--- config.mk ---
export PLATFORM = sky130hd
export DESIGN_NAME = line_mem_arbiter
export DESIGN_NICKNAME = d
export VERILOG_FILES = /design/src/rtl/line_mem_arbiter.sv
export SDC_FILE = /design/constraint.sdc
export NUM_CORES = 1
export LEC_CHECK = 0
export CELL_PAD_IN_SITES_DETAIL_PLACEMENT = 0
export CELL_PAD_IN_SITES_GLOBAL_PLACEMENT = 1
export CORE_AREA = 4 4 291 293
export CTS_CLUSTER_SIZE = 28
export DETAILED_ROUTE_END_ITERATION = 16
export DIE_AREA = 0 0 295 297
export PLACE_DENSITY_LB_ADDON = 0.1
export SLEW_MARGIN = 20
export SYNTH_ARGS = -nofsm -noshare
export SYNTH_HDL_FRONTEND = slang
export SYNTH_SLANG_ARGS = --single-unit
--- constraint.sdc ---
create_clock -name clk -period 4.6 [get_ports clk]
set_input_delay 0.92 -clock clk [delete_from_list [all_inputs] [get_ports clk]]
set_output_delay 0.92 -clock clk [all_outputs]
set_load 0.03 [all_outputs]
--- src/rtl/line_mem_arbiter.sv ---
// Round-robin arbiter sharing one 128-bit line-memory port between the I-cache
// (refills) and the D-cache (refills and write-backs), with a memory-hang timeout.
module line_mem_arbiter #(
    parameter int TIMEOUT = 64
) (
    input  logic         clk,
    input  logic         rst,
    input  logic         i_req,
    input  logic [31:0]  i_addr,
    output logic         i_ready,
    output logic [127:0] i_data,
    input  logic         d_req,
    input  logic         d_we,
    input  logic [31:0]  d_addr,
    input  logic [127:0] d_wdata,
    output logic         d_ready,
    output logic [127:0] d_data,
    output logic         mem_req,
    output logic         mem_we,
    output logic [31:0]  mem_addr,
    output logic [127:0] mem_wdata,
    input  logic         mem_ack,
    input  logic [127:0] mem_rdata,
    output logic [1:0]   grant,
    output logic         bus_err,
    output logic [1:0]   fsm_state
);

    // Handshake: a requester holds req (and its payload) high until its ready
    // pulse, then must drop req for at least one cycle before the next request.
    typedef enum logic [1:0] {IDLE = 2'd0, I_XFER = 2'd1, D_XFER = 2'd2} state_t;

    localparam logic [7:0] TO = 8'(TIMEOUT);

    state_t     state;
    logic       i_blk, d_blk;
    logic       last;       // 0: I served last, 1: D served last
    logic [7:0] cnt;
    logic       i_elig, d_elig, tmo;
    logic       unused_addr_bits;

    assign i_elig           = i_req && !i_blk;
    assign d_elig           = d_req && !d_blk;
    assign tmo              = (TO != 8'd0) && (cnt == TO);
    assign fsm_state        = state;
    assign unused_addr_bits = ^{i_addr[3:0], d_addr[3:0]};

    always_ff @(posedge clk) begin
        if (rst) begin
            state     <= IDLE;
            mem_req   <= 1'b0;
            mem_we    <= 1'b0;
            mem_addr  <= '0;
            mem_wdata <= '0;
            i_ready   <= 1'b0;
            d_ready   <= 1'b0;
            i_data    <= '0;
            d_data    <= '0;
            grant     <= 2'b00;
            bus_err   <= 1'b0;
            i_blk     <= 1'b0;
            d_blk     <= 1'b0;
            last      <= 1'b0;
            cnt       <= '0;
        end else begin
            i_ready <= 1'b0;
            d_ready <= 1'b0;
            // blk drops on the first low request; a completion below re-sets it.
            if (!i_req) i_blk <= 1'b0;
            if (!d_req) d_blk <= 1'b0;
            case (state)
                IDLE: begin
                    if (d_elig && (!i_elig || !last)) begin
                        state     <= D_XFER;
                        mem_req   <= 1'b1;
                        mem_we    <= d_we;
                        mem_addr  <= {d_addr[31:4], 4'b0000};
                        mem_wdata <= d_wdata;
                        grant     <= 2'b10;
                        cnt       <= '0;
                    end else if (i_elig) begin
                        state     <= I_XFER;
                        mem_req   <= 1'b1;
                        mem_we    <= 1'b0;
                        mem_addr  <= {i_addr[31:4], 4'b0000};
                        mem_wdata <= d_wdata;
                        grant     <= 2'b01;
                        cnt       <= '0;
                    end
                end
                I_XFER, D_XFER: begin
                    if (mem_ack || tmo) begin
                        state   <= IDLE;
                        mem_req <= 1'b0;
                        grant   <= 2'b00;
                        if (!mem_ack) bus_err <= 1'b1;
                        if (state == I_XFER) begin
                            i_ready <= 1'b1;
                            i_blk   <= 1'b1;
                            last    <= 1'b0;
                            i_data  <= mem_ack ? mem_rdata : '0;
                        end else begin
                            d_ready <= 1'b1;
                            d_blk   <= 1'b1;
                            last    <= 1'b1;
                            if (!mem_we) d_data <= mem_ack ? mem_rdata : '0;
                        end
                    end else if (cnt != 8'hFF) begin
                        cnt <= cnt + 8'd1;
                    end
                end
                default: state <= IDLE;
            endcase
        end
    end

endmodule

======== Word-level counts from Yosys, hierarchy flattened ========
Index checks and enable logic that the tools add are counted.
storage, ports and cells
  output and inout bits ................... 425
  bits in latches ......................... 0
  memories kept ........................... 0
  logic and storage cells ................. 82
  bits in writable memories ............... 0
  memory bits (read-only) ................. 0
  flip-flop bits (word level) ............. 436
operators by class
  multiplexer cells ....................... 31
  multiply operators ...................... 0
  reduce and logical (&&, ||, !) cells .... 22
  equal/unequal tests ..................... 8
  bitwise logic cells ..................... 5
  $add $sub $neg .......................... 1
  shifts and indexed selects .............. 0
  order comparisons ....................... 0
  divide/modulo/power cells ............... 0
operators by type and width
  operator               number
  $mux W128              3
  $mux W32               2
  $mux W8                4
  $pmux W8 S2            1
  $mux W1                15
  $reduce_and A3 Y1      3
  $add A8 B1 Y8 const B  1
  $eq A8 B7 Y1 const B   1
  $ne A8 B8 Y1 const B   1
  $pmux W2 S2            2
  $reduce_and A4 Y1      2
  $mux W2                3
  $ne A2 B2 Y1 const B   3
  $reduce_and A2 Y1      3
  $not A1 Y1             5
  $logic_not A1 Y1       4
  $reduce_bool A2 Y1     2
  $logic_and A1 B1 Y1    3
  $ne A3 B3 Y1 const B   1
  $reduce_or A3 Y1       1
  $eq A2 B1 Y1 const B   1
  $eq A2 B2 Y1 const B   1
  $logic_not A2 Y1       1
  $logic_or A1 B1 Y1     2
  2 further kinds        2

======== Logic depth before layout (Yosys ltp) ========
  depth after elaboration ................. 7
  mapped depth ............................ 9
  mapped depth without buffers ............ 6

======== Worst setup path before layout ========
OpenSTA, ideal clock, no wires.
  path kind ............................... input to register
  from .................................... in mem_ack
  to ...................................... reg i_data[0]
  arrival ................................. 2.238 ns
  cell stages on the path ................. 8
  buffers on the path ..................... 4
  slack ................................... 2.244 ns
  setup time .............................. 0.117 ns
  cells stage by stage .................... clkbuf_1 > and2_1 > a21o_2 > and3_1 > buf_2 > buf_8 > buf_6 > a32o_1
between the ends
  longest elaborated chain between the ends .. 2
RTL lines
  element                             line  text
  from (decl)                         22    input logic mem_ack,
  $logic_or A1 B1 Y1                  92    if (mem_ack || tmo) begin
  $reduce_and A3 Y1 (no source line)  --
  to (signal assigned)                101   i_data <= mem_ack ? mem_rdata : '0;
  to (decl)                           11    output logic [127:0] i_data,
Parallel ways exist; a longest one is shown, timed or not.
A chain may end at the register's enable or synchronous reset.

======== Final worst setup path ========
  from .................................... reg state[0], in the netlist fsm_state[0]
  to ...................................... reg i_data[127]
between the ends
  longest elaborated chain between the ends .. 3
RTL lines
  element                                              line    text
  from (decl)                                          35      state_t state;
  from (signal assigned)                               50      state <= IDLE;
  from (signal assigned)                               74      state <= D_XFER;
  from (signal assigned)                               82      state <= I_XFER;
  $eq A2 B1 Y1 / $eq A2 B2 Y1 (equally long branches)  71, 97
  $reduce_or A2 Y1                                     71      case (state)
  $reduce_and A3 Y1 (no source line) *                 --
Mark *: on every way between the ends. The rest lies on a longest branch, timed or not.

==> impl_metrics.tcl <==
set metrics [dict create \
    cts_sinks 432 \
    initial_core_util 0.192 \
    critPathRequiredTime_ns 5.13 \
    clk_pin_slew_worst_paths_ns 0.06 \
    final_cells 3484 \
    final_common_cell "clkdlybuf4s50_1" \
    cp-start-kind "flip-flop" \
    final_max_slew_viol_count 0 \
    hold_path_end "mem_wdata[45]" \
    grt_max_degree 162 \
    worstPathCellList "inv_1 -> ha_4 -> nor4b_2 -> a21o_2 -> and3_4 -> buf_12 -> a32o_1" \
    setup.worst_path.class "reg2reg" \
    die_x_um 295 \
    regToRegStartpoint "fsm_state[0]" \
    grt_overflow_total 0 \
    end_kind "flip-flop" \
    drt_iter0_markers 733 \
    critPathMaxFanout 82 \
    setup_violations 0 \
    pin_count 751 \
    detail_route.first_pass.iterations 5 \
    holdBufCountCts 0 \
    wl_per_cell_um 22.2 \
    routabilityCongestion 0.760 \
    synth_cells 1738 \
    cts_resized 0 \
    ys.flop_type "dfxtp_1" \
    rows 105 \
    hold_path_class "reg2reg" \
    vias_per_cell 4.57 \
    ff2ff_setup_slack_ns 1.48 \
    die_y_um 297 \
    dp_hpwl_um 52800 \
    final_nets 2697 \
    fmax_ghz 0.320 \
    final_util 0.315 \
    ys_seq_elements 432 \
    reg2reg_depth 7 \
    max_slew.worst_pin.slew_ns 1.02 \
    drv_cap 0 \
    skew_ns 0.00974 \
    cts_root_buf "clkbuf_16" \
    coreArea_um2 81800 \
    drt-total-wl_um 77200 \
    clockBufferDepth 3 \
    vdd_ir_drop_max_v 0.000247 \
    fin_crit_sh 0.679 \
    status "finished clean" \
    vias 15900 \
    hp-start "mem_wdata[45]" \
    rsz0062_at_grt "no" \
    grt_use_total 0.166 \
    numCtsBuffers 55 \
    final_cell_mix "736 x clkdlybuf4s50_1, 432 x dfxtp_1, 321 x nand2_1" \
    relSlewSlack 0.319 \
    io_buffers 738 \
    postCtsSetupBuffers 0 \
    synth_warnings 0 \
    syn-cell-area_um2 15700 \
    grt_first_pass_wirelength_um 111000 \
    dp.cells 3380 \
    hold_violations 0 \
    synth.distinct_cells 48 \
    h-tree-depth 2 \
    cts_tree "built" \
    synth-edff-count 0 \
    power.density_nw_per_um2 463 \
    dieArea_um2 87600 \
    rr_endpoint "i_data[127]" \
    async_reset_ff_frac 0 \
    layout-drive-gt1-share 0.0523 \
    drc 0 \
    p_leak_nw 8.90 \
    fin_crit_ns 3.12 \
    ant_nets 0 \
    ys_seq_area_frac 0.551 \
    crit_slowest_cell "ha_4" \
    clock_latency_ns 0.58 \
    hold_depth 2 \
    crit_arrival_ns 3.65 \
    final.setup.tns_ns 0 \
    cpPeakStageDelay_ns 0.61 \
    avgSynthCellArea_um2 9.04 \
    areaGrowthSynthToFinish_pct 64.3 \
    antenna_found_initial 16 \
    first_global_vias 15900 \
]
-- cell usage after synthesis (all sizes together) (3+ instances only) --
| master | count | area (um2) |
|---|---|---|
| buf | 40 | 283 |
| dfxtp | 432 | 8650 |
| o21ai | 134 | 671 |
| clkbuf | 156 | 586 |
| nand4 | 130 | 813 |
| ha | 4 | 50.1 |
| a311oi | 28 | 245 |
| a31oi | 5 | 31.3 |
| nand3 | 7 | 35.0 |
| and3 | 5 | 31.3 |
| a32o | 128 | 1280 |
| a21boi | 3 | 22.5 |
| inv | 6 | 22.5 |
| a21oi | 261 | 1310 |
| a21o | 3 | 23.8 |
| nand2 | 321 | 1200 |
| nor2 | 38 | 143 |
| a211oi | 5 | 37.5 |
| nor3 | 4 | 20.0 |
-- cell type report --
cell class	instances	area [um2]
flip-flops and latches	432	8650
well taps	1070	1340
diodes	7	17.5
clock buffers	85	1660
fillers	8576	56000
inverters	6	22.5
repair buffers	765	7710
multi-input cells	1107	6250
clock inverters	12	160
-- registers in the layout, summed over array words and instances (netlist names) --
| register | cells |
|---|---|
| mem_wdata | 128 |
| d_blk | 1 |
| d_data | 128 |
| bus_err | 1 |
| cnt | 8 |
| mem_addr | 28 |
| i_data | 128 |
| mem_we | 1 |
| mem_req | 1 |
| fsm_state | 2 |
| last | 1 |
| grant | 2 |
| d_ready | 1 |
| i_blk | 1 |
| i_ready | 1 |
-- cell families (layout without fill, tap and decap cells) --
group,Yosys count,count (layout),synth area share
AO/OA/AOI/OAI,584,584,0.240
AND/OR/NAND/NOR,515,515,0.149
flip-flops,432,432,0.551
buffers and inverters,202,868,0.0567
adder cells (fa/ha/maj),4,4,0.00319
other,1,11,0.000239
-- metal layers --
| metal | up-vias | share of wire | GRT usage |
|---|---|---|---|
| li1 | 7593 | - | - |
| met1 | 7624 | 0.38 | 0.184 |
| met2 | 576 | 0.49 | 0.289 |
| met3 | 113 | 0.10 | 0.0699 |
| met4 | 18 | 0.026 | 0.0496 |
| met5 | - | 0.0017 | 0 |
-- worst max-delay path: cells and delay by family (launching register included) --
kind / cells / cell delay, ns
AOI/OAI and AO/OA: 2 / 0.52
buffers and inverters: 2 / 0.42
adders and majority gates: 1 / 0.61
and+or+nand+nor: 2 / 0.91
DFF: 1 / 0.39
-- power by group --
part,total (W),switching (W),internal [W]
clock,0.00438,0.00170,0.00268
combinational,0.00331,0.00212,0.00119
sequential,0.00426,0.000169,0.00409
-- per-stage QoR --
stage | power, W | setup WS (ns) | hold WS (ns) | area, um2
after floorplan | 0.00609 | 2.24 | 0.447 | 15700
after global placement | 0.00769 | 1.47 | 0.442 | 24000
after detailed placement | 0.00771 | 1.47 | 0.447 | 24000
after CTS | 0.0122 | 1.45 | 0.455 | 25800
after global routing | 0.0125 | 1.30 | 0.466 | 25800
final | 0.0119 | 1.48 | 0.452 | 25800
-- worst max-delay path by stage --
| stage | startpoint | endpoint | slack (ns) |
|---|---|---|---|
| final | fsm_state[0] | i_data[127] | 1.48 |
| after global routing | fsm_state[0] | i_data[70] | 1.30 |
| after CTS | fsm_state[0] | i_data[67] | 1.45 |
| after detailed placement | fsm_state[0] | i_data[71] | 1.47 |
| after global placement | d_req | mem_addr[4] | 1.47 |
| after floorplan | mem_ack | i_data[0] | 2.24 |
No activity file was read; power rests on OpenSTA's default activity.
